===== config.mk =====
export PLATFORM = sky130hd
export DESIGN_NAME = fm_nco
export DESIGN_NICKNAME = d
export VERILOG_FILES = /design/src/rtl/fm_nco.sv
export SDC_FILE = /design/constraint.sdc
export NUM_CORES = 1
export LEC_CHECK = 0
export ABC_CLOCK_PERIOD_IN_PS = 4800
export CAP_MARGIN = 20
export CELL_PAD_IN_SITES_DETAIL_PLACEMENT = 1
export CELL_PAD_IN_SITES_GLOBAL_PLACEMENT = 1
export CORE_AREA = 3 3 122 124
export DETAILED_ROUTE_END_ITERATION = 8
export DIE_AREA = 0 0 125 127
export GPL_ROUTABILITY_DRIVEN = 0
export PLACE_DENSITY = 0.9
export SKIP_CTS_REPAIR_TIMING = 1
export SLEW_MARGIN = 10
export SYNTH_ARGS = -nofsm -noshare
export SYNTH_HDL_FRONTEND = slang
export SYNTH_SLANG_ARGS = --single-unit

===== constraint.sdc =====
create_clock -name clock -period 4.8 [get_ports clock]
set_input_delay 0.96 -clock clock [delete_from_list [all_inputs] [get_ports clock]]
set_output_delay 0.96 -clock clock [all_outputs]
set_load 0.005 [all_outputs]

===== src/rtl/fm_nco.sv =====
// fm_nco: phase-accumulator FM modulator.
//
// Each RUN cycle the phase accumulator advances by a registered increment
// equal to the captured carrier word plus the sign-extended, left-shifted
// audio sample. The accumulator MSB, registered, drives the RF pin.
//
// Ports:
//   clock         rising-edge clock (109.5 MHz PLL output)
//   reset_n       asynchronous active-low reset
//   enable        run request (PLL locked AND user enable upstream)
//   carrier_word  centre-frequency phase increment, captured in START only
//   sample        signed two's-complement audio sample
//   sample_valid  sample is presented
//   sample_ready  block accepts a sample this cycle (high exactly in RUN)
//   running       FSM is in RUN
//   phase_out     top 8 bits of the phase accumulator
//   rf_out        registered accumulator MSB
//   state_dbg     current FSM state encoding (IDLE=0, START=1, RUN=2)
//
// Handshake: a sample transfers on any rising edge where sample_valid and
// sample_ready are both high. sample_ready depends only on the FSM state,
// never on sample_valid, so upstream may hold a sample indefinitely until
// RUN is reached; without a transfer the last sample keeps being used.
module fm_nco #(
  parameter int ACC_WIDTH    = 32,
  parameter int SAMPLE_WIDTH = 16,
  parameter int DEV_SHIFT    = 8
) (
  input  logic                    clock,
  input  logic                    reset_n,
  input  logic                    enable,
  input  logic [ACC_WIDTH-1:0]    carrier_word,
  input  logic [SAMPLE_WIDTH-1:0] sample,
  input  logic                    sample_valid,
  output logic                    sample_ready,
  output logic                    running,
  output logic [7:0]              phase_out,
  output logic                    rf_out,
  output logic [1:0]              state_dbg
);

  typedef enum logic [1:0] {
    IDLE  = 2'd0,
    START = 2'd1,
    RUN   = 2'd2
  } state_t;

  state_t state;
  state_t state_next;

  logic [ACC_WIDTH-1:0]    carrier_q;
  logic [SAMPLE_WIDTH-1:0] sample_q;
  logic [ACC_WIDTH-1:0]    inc_q;
  logic [ACC_WIDTH-1:0]    phase;
  logic [ACC_WIDTH-1:0]    deviation;
  logic                    handshake;

  // State register
  always_ff @(posedge clock or negedge reset_n) begin
    if (!reset_n) begin
      state <= IDLE;
    end else begin
      state <= state_next;
    end
  end

  // Next-state logic. START always lasts one cycle; a dropped enable is
  // handled by RUN on the following cycle.
  always_comb begin
    state_next = state;
    case (state)
      IDLE:    if (enable) state_next = START;
      START:   state_next = RUN;
      RUN:     if (!enable) state_next = IDLE;
      default: state_next = IDLE;
    endcase
  end

  assign running      = (state == RUN);
  assign sample_ready = running;
  assign state_dbg    = state;
  assign handshake    = sample_valid & sample_ready;

  // Sign-extend to the accumulator width, then shift; bits shifted past the
  // top are discarded, giving modulo-2^ACC_WIDTH deviation.
  assign deviation = {{(ACC_WIDTH-SAMPLE_WIDTH){sample_q[SAMPLE_WIDTH-1]}}, sample_q}
                     << DEV_SHIFT;

  // Datapath. The sample -> inc_q -> phase -> rf_out pipeline gives the
  // fixed latency of one edge per stage.
  always_ff @(posedge clock or negedge reset_n) begin
    if (!reset_n) begin
      carrier_q <= '0;
      sample_q  <= '0;
      inc_q     <= '0;
      phase     <= '0;
      rf_out    <= 1'b0;
    end else begin
      case (state)
        IDLE: begin
          sample_q <= '0;
          inc_q    <= '0;
          phase    <= '0;
          rf_out   <= 1'b0;
        end
        START: begin
          carrier_q <= carrier_word;
          sample_q  <= '0;
        end
        RUN: begin
          if (!enable) begin
            // carrier_q deliberately kept; it is reloaded on the next START.
            sample_q <= '0;
            inc_q    <= '0;
            phase    <= '0;
            rf_out   <= 1'b0;
          end else begin
            if (handshake) begin
              sample_q <= sample;
            end
            inc_q  <= carrier_q + deviation;
            phase  <= phase + inc_q;
            rf_out <= phase[ACC_WIDTH-1];
          end
        end
        default: begin
          sample_q <= '0;
          inc_q    <= '0;
          phase    <= '0;
          rf_out   <= 1'b0;
        end
      endcase
    end
  end

  assign phase_out = phase[ACC_WIDTH-1 -: 8];

endmodule


==> results of run 1 <==
cell usage after synthesis, drive strengths merged, types with 13 or more instances:
cell type	n	area [sq um]
nor2	40	150
clkbuf	21	78.8
ha	54	676
a21o	30	225
dfrtp	115	2880
nand2	74	280
a22o	13	114
o21ai	76	395
xnor2	22	193
mux2	32	360
a21oi	45	236
xor2	27	236
mux2i	16	160
metrics by stage:
stage | power (uW) | setup slack (ps) | hold WS [ps]
floorplan | 2290 | 1990 | 446
global placement | 2600 | 1810 | 467
detailed placement | 2700 | 1640 | 483
CTS | 4100 | 1580 | 496
global route | 4310 | 1410 | 517
finish | 4060 | 1580 | 493
sequential cells by signal, summed over array words and instances (netlist names):
signal / cells
carrier_q: 32
inc_q: 32
phase: 32
sample_q: 16
state_dbg: 2
rf_out: 1
cell families after synthesis:
| logic type | count (synthesis) | share of synthesized area, % |
|---|---|---|
| AO/OA/AOI/OAI | 212 | 21.2 |
| adder cells (fa/ha/maj) | 56 | 10.5 |
| multiplexers | 48 | 7.63 |
| AND/OR/NAND/NOR | 148 | 9.41 |
| flip-flops | 115 | 42.2 |
| XOR/XNOR | 49 | 6.29 |
| buffers and inverters | 41 | 2.75 |
per-layer routing:
metal / track usage, % / up-vias / part of all wire [%]
met5: 0 / - / 0
met1: 28.3 / 2684 / 43
met2: 41.4 / 108 / 51
met3: 5.48 / 41 / 3.3
met4: 9.76 / 0 / 2.6
li1: - / 2519 / -
power by group:
| group | leakage, uW | total (uW) | internal, uW | switching [uW] |
|---|---|---|---|---|
| clock network | 0.000301 | 1340 | 883 | 459 |
| logic | 0.00208 | 1330 | 588 | 743 |
| registers | 0.00152 | 1390 | 1210 | 180 |
worst min path at each step:
stage,start,endpoint,cells past startpoint
after floorplan,carrier_q[1],inc_q[1],2
after global placement,phase[15],phase[15],2
after detailed placement,phase[18],phase[18],2
after CTS,phase[18],phase[18],2
after global routing,phase[21],phase[21],1
final,phase[18],phase[18],2
area by class of cell:
type / count / area, sq um
multi-input cells: 513 / 3760
well taps: 180 / 225
repair buffers: 69 / 676
fillers: 1479 / 5680
inverters: 10 / 37.5
flip-flops and latches: 115 / 2880
clock inverters: 12 / 180
clock buffers: 20 / 447
worst min-delay path: stages (launching register included):
cell and delay (ps):
dfrtp_1 350, nand2_1 50, o21ai_0 60
==> qor.yml, run 1 <==
min_period_ps: 3220
skew_ps: 4.77
final_common_cell: "dfrtp_1"
synth_seq_cells: 115
cp.arrival_ps: 3500
synth_edf_count: 0
routed_wl_microns: 17600
rrSetupSlack_ps: 1580
finalInstanceArea_sq_um: 8200
insertion_delay_ps: 420
max-slew-margin-rel_pct: 28.9
drt-pass1-iter-count: 5
tightest_slew_ps: 1060
rsz0062_at_grt: "no"
ys_seq_area_share_pct: 42.2
diodes: 0
io_pins: 65
setup_viol: 0
cts_root_buf: "clkbuf_16"
cellPowerDensity_nw_per_um2: 495
yosysUniqueCellTypes: 59
outcome: "finished clean"
drive_gt1_share_pct: 12.0
hpwl_microns: 12100
r2r-end: "inc_q[28]"
core_sq_um: 13900
maxCapViolations: 0
cp-endpoint: "inc_q[28]"
path_max_fanout: 4
drtIter0Drc: 230
dp_cells: 887
grt_max_degree: 70
start_kind: "flop"
hold_violations: 0
syn_avg_cell_area_sq_um: 10.2
antenna_found_initial: 0
grt_usage_pct: 23.7
period_share_pct: 67.1
grt_pass1_vias: 6067
finalSetupTns_ps: 0
vias_per_cell: 5.82
fin_cells: 919
worstSetupPathType: "flop to flop"
cp_slowest_cell: "fa_1"
grt_pass1_wl_microns: 30400
drtAntennaViolNets: 0
cp_cell_sequence: "ha_1 > fa_1 > a21o_1 > a21oi_2 > o21bai_1 > a21oi_2 > o21ai_2 > a311o_1 > a211oi_2 > o21bai_1 > a21boi_1 > xor2_1 > o21ai_1"
leakagePower_uw: 0.00390
die_y_microns: 127
ys.flop_type: "dfrtp_1"
cp-end-kind: "flop"
crit_cells: 13
drv_slew: 0
path_delay_family: "compound AO/OA/AOI/OAI gates"
peakVddDrop_v: 0.000354
wl_per_cell_microns: 19.2
ys_warn_count: 0
initial_utilization_pct: 49.1
syn_area_sq_um: 6820
rows: 43
crit_start: "carrier_q[8]"
vias: 5352
final_nets: 834
min_path_type: "flop to flop"
syn_inst: 669
postSynthNetCount: 777
critPathRequiredTime_ps: 5080
layout_common_cells: "115 x dfrtp_1, 73 x nand2_1, 63 x clkdlybuf4s50_1"
fmax_ghz: 0.311
syn_to_final_growth_pct: 20.3
reg2reg_depth: 13
htree_levels: 4
route.detailed.drc: 0
postSynth.asyncResetShare_pct: 100
critical_path.max_stage_delay_ps: 420
r2r_start: "carrier_q[8]"
die_w_microns: 125
cts.sinks: 115
postPlaceCellArea_sq_um: 7580
clockBufferDepth: 2
clk_pin_slew_worst_paths_ps: 60
cts_buffers: 17
fin_util_pct: 59.1
die_area_sq_um: 15900
crit_buf_inv: 0
grt_overflow: 0
io_buffers: 64
cts_tree: "yes"
No activity file was read; power rests on OpenSTA's default activity.
==> run 2: changes to the inputs <==
--- a/config.mk
+++ b/config.mk
@@ -5,15 +5,15 @@
 export SDC_FILE = /design/constraint.sdc
 export NUM_CORES = 1
 export LEC_CHECK = 0
-export ABC_CLOCK_PERIOD_IN_PS = 4800
+export ABC_CLOCK_PERIOD_IN_PS = 3350
 export CAP_MARGIN = 20
 export CELL_PAD_IN_SITES_DETAIL_PLACEMENT = 1
 export CELL_PAD_IN_SITES_GLOBAL_PLACEMENT = 1
-export CORE_AREA = 3 3 122 124
+export CORE_AREA = 3 3 126 128
 export DETAILED_ROUTE_END_ITERATION = 8
-export DIE_AREA = 0 0 125 127
+export DIE_AREA = 0 0 129 131
 export GPL_ROUTABILITY_DRIVEN = 0
-export PLACE_DENSITY = 0.9
+export PLACE_DENSITY = 0.85
 export SKIP_CTS_REPAIR_TIMING = 1
 export SLEW_MARGIN = 10
 export SYNTH_ARGS = -nofsm -noshare
==> constraint.sdc (replaced) <==
create_clock -name clock -period 3.35 [get_ports clock]
set_input_delay 0.67 -clock clock [delete_from_list [all_inputs] [get_ports clock]]
set_output_delay 0.67 -clock clock [all_outputs]
set_load 0.005 [all_outputs]
==> run 2 against run 1 <==
Against the previous run: design area rose by 0.73%; largest cell class unchanged; combinational power up 44%; highest routed layer unchanged; first-iteration DRC count shrank 12%; clock-buffer cell count grew 1; die area increased by 6.5%; setup slack got worse by 1300 ps; total power increased by 44%.
==> qor.yml, run 2 (synthesized netlist as in run 1, its figures left out) <==
route.detailed.drc: 0  # unchanged
peakVddDrop_v: 0.000394  # +11%
grtUsageMet2_pct: 38.4  # -2.9 points
skew_ps: 8.58  # +3.81 ps
final_nets: 835  # +0.12%
maxCapViolations: 0  # unchanged
diodes: 0  # unchanged
clockBufferDepth: 2  # unchanged
final_common_cell: "dfrtp_1"
busiest_layer: "met2"
layout_common_cells: "115 x dfrtp_1, 73 x nand2_1, 63 x clkdlybuf4s50_1"
outcome: "finished clean"
leakagePower_uw: 0.00393  # +0.63%
start_kind: "flop"
hpwl_microns: 11900  # -1.4%
cts_tree: "yes"
setup_viol: 0  # unchanged
vias_per_cell: 5.76  # -1.0%
htree_levels: 4  # unchanged
met1_usage_pct: 26.0  # -2.3 points
cp-end-kind: "flop"
finalSetupTns_ps: 0  # unchanged
drtAntennaViolNets: 0  # unchanged
core_sq_um: 15000  # +7.9%
critPathRequiredTime_ps: 3650  # -1430 ps
cp.arrival_ps: 3390  # -110 ps
die_y_microns: 131  # +3.1%
postPlaceCellArea_sq_um: 7630  # +0.73%
cts_root_buf: "clkbuf_16"
wl_per_cell_microns: 18.5  # -3.8%
io_buffers: 64  # unchanged
drt-pass1-iter-count: 4  # -1
cellPowerDensity_nw_per_um2: 709  # +43%
finalInstanceArea_sq_um: 8260  # +0.73%
path_max_fanout: 4  # unchanged
cts.sinks: 115  # unchanged
cts_buffers: 17  # unchanged
syn_to_final_growth_pct: 21.2
grt_max_degree: 67  # -4.3%
max-slew-margin-rel_pct: 45.3  # +16 points
grt_usage_pct: 21.8  # -1.9 points
min_period_ps: 3080  # -134 ps
grt_overflow: 0  # unchanged
drv_slew: 0  # unchanged
min_path_type: "primary input to async pin"
rsz0062_at_grt: "no"
insertion_delay_ps: 420  # about the same
initial_utilization_pct: 45.5  # -3.6 points
drive_gt1_share_pct: 11.9  # -0.14 points
clk_pin_slew_worst_paths_ps: 50  # about the same
vias: 5342  # -0.19%
drtIter0Drc: 202  # -12%
antenna_found_initial: 0  # unchanged
die_w_microns: 129  # +3.2%
routed_wl_microns: 17100  # -3.0%
reg.largest.list: "carrier_q (32), inc_q (32), phase (32)"
grt_pass1_wl_microns: 29200  # -3.9%
fmax_ghz: 0.324  # +4.4%
io_pins: 65  # unchanged
tightest_slew_ps: 820  # -243 ps
period_share_pct: 92.1  # +25 points
hold_violations: 0  # unchanged
use_met3_pct: 5.00  # -0.48 points
grt_pass1_vias: 5937  # -2.1%
worstSetupPathType: "flop to flop"
rows: 45  # +4.7%
die_area_sq_um: 16900  # +6.5%
## run 2: path summary, 6_finish.rpt
| path | from | to | slack (ps) | cells after the start |
|---|---|---|---|---|
| setup / recovery | carrier_q[8] | inc_q[28] | 270 | 13 |
| hold / removal | reset_n | phase[7] | 270 | 1 |
| hold reg to reg | phase[4] | phase[4] | 490 | 2 |
| setup reg to reg | carrier_q[8] | inc_q[28] | 270 | 13 |
| min in group clock | phase[4] | phase[4] | 490 | 2 |
| max in group asynchronous | reset_n | phase[30] | 2280 | 2 |
## run 2: per-stage QoR
| stage | instances | power [uW] | utilization, % | worst slack [ps] | hold WS (ps) |
|---|---|---|---|---|---|
| after floorplan | 669 | 3290 | - | 542 | 374 |
| after detailed placement | 896 | 3870 | 51.0 | 281 | 478 |
| after global placement | 896 | 3760 | 51.0 | 371 | 465 |
| after CTS | 927 | 5920 | 55.2 | 260 | 293 |
| after global routing | 927 | 6230 | 55.2 | 42.0 | 311 |
| final | 927 | 5860 | 55.2 | 266 | 270 |
## run 2: critical path, stage by stage (launching register included)
cell and delay, ps:
dfrtp_1 380, ha_1 230, fa_1 410, a21o_1 190, a21oi_2 180, o21bai_1 100
a21oi_2 190, o21ai_2 120, a311o_1 400, a211oi_2 210, o21bai_1 120, a21boi_1 200
xor2_1 170, o21ai_1 70
## run 2: metal layers
metal  share of wire, %  vias to the layer above
met5                  0                        -
met4                1.9                        0
met3                3.8                       36
met2                 51                      108
met1                 43                     2685
li1                   -                     2513
## run 2: report_power, final
group,total [uW],switching [uW],leakage [uW],internal (uW)
clock network,1970,640,0.000307,1330
registers,1980,249,0.00152,1730
logic,1910,1040,0.00210,864
## run 2: cell type report
cell class	count	area [sq um]
multi-input cells	513	3760
well taps	188	235
clock inverters	10	181
clock buffers	21	450
fillers	1641	6710
flip-flops and latches	115	2880
repair buffers	70	721
inverters	10	37.5
==> run 3: changes to the inputs <==
--- a/config.mk
+++ b/config.mk
@@ -9,11 +9,11 @@
 export CAP_MARGIN = 20
 export CELL_PAD_IN_SITES_DETAIL_PLACEMENT = 1
 export CELL_PAD_IN_SITES_GLOBAL_PLACEMENT = 1
-export CORE_AREA = 3 3 126 128
+export CORE_AREA = 3 3 135 137
 export DETAILED_ROUTE_END_ITERATION = 8
-export DIE_AREA = 0 0 129 131
+export DIE_AREA = 0 0 138 140
 export GPL_ROUTABILITY_DRIVEN = 0
-export PLACE_DENSITY = 0.85
+export PLACE_DENSITY = 0.76
 export SKIP_CTS_REPAIR_TIMING = 1
 export SLEW_MARGIN = 10
 export SYNTH_ARGS = -nofsm -noshare
==> run 3 against run 2 <==
Against the previous run: total power fell by 5.2%; clock-buffer cell count fell by 3; global-route usage fell by 4.1 points; register-to-register slack got worse by 60 ps; clock skew fell by 2.1 ps; non-clock buffer count did not move; wire length fell by 2.8%; largest power group unchanged; combinational power fell by 2%; core utilization fell by 7.3 points; die area rose by 14%; clock power fell by 14%.
==> qor.yml, run 3 (synthesized netlist as in run 1, its figures left out) <==
critPathRequiredTime_ps: 3640  # about the same
finalInstanceArea_sq_um: 8220  # -0.58%
die_w_microns: 138  # +7.0%
grt_overflow: 0  # unchanged
wl_per_cell_microns: 17.3  # -6.5%
hpwl_microns: 11700  # -1.9%
r2r_start: "carrier_q[8]"
setup_viol: 0  # unchanged
fmax_ghz: 0.318  # -2.0%
cts_root_buf: "clkbuf_16"
rsz0062_at_grt: "no"
tightest_slew_ps: 851  # +30.9 ps
cts.sinks: 115  # unchanged
period_share_pct: 93.9  # +1.8 points
grt_pass1_vias: 5748  # -3.2%
min_path_type: "primary input to async pin"
grt_max_degree: 67  # unchanged
multi_input_area_sq_um: 3760  # unchanged
diodes: 0  # unchanged
worstSetupPathType: "flop to flop"
maxCapViolations: 0  # unchanged
vias: 5205  # -2.6%
io_pins: 65  # unchanged
p_comb_share_pct: 33.7  # +1.2 points
grt_usage_pct: 17.7  # -4.1 points
postPlaceCellArea_sq_um: 7660  # +0.44%
seqPwrFrac_pct: 35.7  # +1.9 points
drv_slew: 0  # unchanged
antenna_found_initial: 0  # unchanged
internal-power_uw: 3620  # -7.9%
clkPwrFrac_pct: 30.5  # -3.1 points
core_sq_um: 17200  # +15%
io_buffers: 64  # unchanged
reg.largest.list: "carrier_q (32), inc_q (32), phase (32)"
drtIter0Drc: 181  # -10%
crit_start: "carrier_q[8]"
die_y_microns: 140  # +6.9%
cts_tree: "yes"
min_period_ps: 3150  # +62.0 ps
route.detailed.drc: 0  # unchanged
skew_ps: 6.46  # -2.12 ps
p_sw_share_pct: 34.9  # +1.9 points
rows: 48  # +6.7%
start_kind: "flop"
htree_levels: 4  # unchanged
layout_common_cells: "115 x dfrtp_1, 73 x nand2_1, 63 x clkdlybuf4s50_1"
cp-end-kind: "flop"
switchingPower_uw: 1940  # +0.34%
die_area_sq_um: 19300  # +14%
cellPowerDensity_nw_per_um2: 676  # -4.7%
power_uw: 5560  # -5.2%
syn_to_final_growth_pct: 20.5
max-slew-margin-rel_pct: 43.2  # -2.1 points
cp.arrival_ps: 3440  # +50 ps
holdWs_ps: 298  # +28.5 ps
clk_pin_slew_worst_paths_ps: 60  # about the same
peakVddDrop_v: 0.000405  # +2.6%
final_common_cell: "dfrtp_1"
nFillCells: 1924  # +17%
reg2reg_depth: 13  # unchanged
routed_wl_microns: 16600  # -2.8%
seqCellArea_sq_um: 2880  # unchanged
clockBufferDepth: 2  # unchanged
drt-pass1-iter-count: 5  # +1
drtAntennaViolNets: 0  # unchanged
insertion_delay_ps: 420  # about the same
rrSetupSlack_ps: 200  # -60 ps
grt_pass1_wl_microns: 28400  # -2.6%
outcome: "finished clean"
r2r-end: "inc_q[28]"
fin_util_pct: 47.8  # -7.3 points
initial_utilization_pct: 39.7  # -5.8 points
vias_per_cell: 5.40  # -6.3%
hold_violations: 0  # unchanged
path_max_fanout: 4  # unchanged
cts_buffers: 17  # unchanged
drive_gt1_share_pct: 12.3  # +0.41 points
leakagePower_uw: 0.00388  # -1.2%
final_nets: 835  # unchanged
finalSetupTns_ps: 0  # unchanged
cp-endpoint: "inc_q[28]"
==> run 3: cell count changes in the layout (fill, tap and decap cells not counted) <==
cell,previous run,this run
bufinv_16,5,1
clkinvlp_4,1,4
clkbuf_1,3,0
buf_12,3,2
inv_6,0,2
buf_4,4,5
clkinv_2,3,5
==> run 3: power by group through the flow <==
stage,combinational [uW],clock [uW],sequential [uW]
2_1_floorplan,1380,0,1910
3_3_place_gp,1790,0,1980
3_5_place_dp,1870,0,2000
4_1_cts,1900,1730,1990
5_1_grt,2090,1810,2030
6_report,1870,1700,1980
==> run 3: area by class of cell <==
cell class | count | share of cell area (%)
Timing Repair Buffer | 70 | 8.62
Clock buffer | 18 | 5.35
Inverter | 10 | 0.457
Sequential cell | 115 | 35.0
Tap cell | 225 | 3.43
Clock inverter | 13 | 1.36
Multi-Input combinational cell | 513 | 45.8
==> run 3: metal layers <==
metal / vias to the layer above / track usage [%] / share of wire [%]
li1: 2510 / - / -
met5: - / 0 / 0
met1: 2599 / 22.4 / 47
met2: 80 / 30.7 / 49
met3: 16 / 3.62 / 2.8
met4: 0 / 5.46 / 1.1
==> run 3: how the worst min path moves through the flow <==
stage / to / slack [ps] / from
after global routing: carrier_q[7] / 350 / reset_n
final: carrier_q[7] / 300 / reset_n
after CTS: carrier_q[7] / 320 / reset_n
after detailed placement: phase[5] / 480 / phase[5]
after floorplan: carrier_q[0] / 370 / reset_n
after global placement: phase[6] / 470 / phase[6]
==> run 3: worst max-delay path: stages (launching register included) <==
cell and delay [ps]:
dfrtp_1 390, ha_1 230, fa_1 410, a21o_1 190, a21oi_2 160, o21bai_1 100, a21oi_2 190, o21ai_2 120
a311o_1 410, a211oi_2 220, o21bai_1 130, a21boi_1 220, xor2_1 180, o21ai_1 70
==> run 3: per-stage QoR <==
stage | worst slack, ps | instances
3_5_place_dp | 237 | 933
3_3_place_gp | 355 | 933
5_1_grt | 34.3 | 964
2_1_floorplan | 542 | 669
6_report | 204 | 964
4_1_cts | 218 | 964
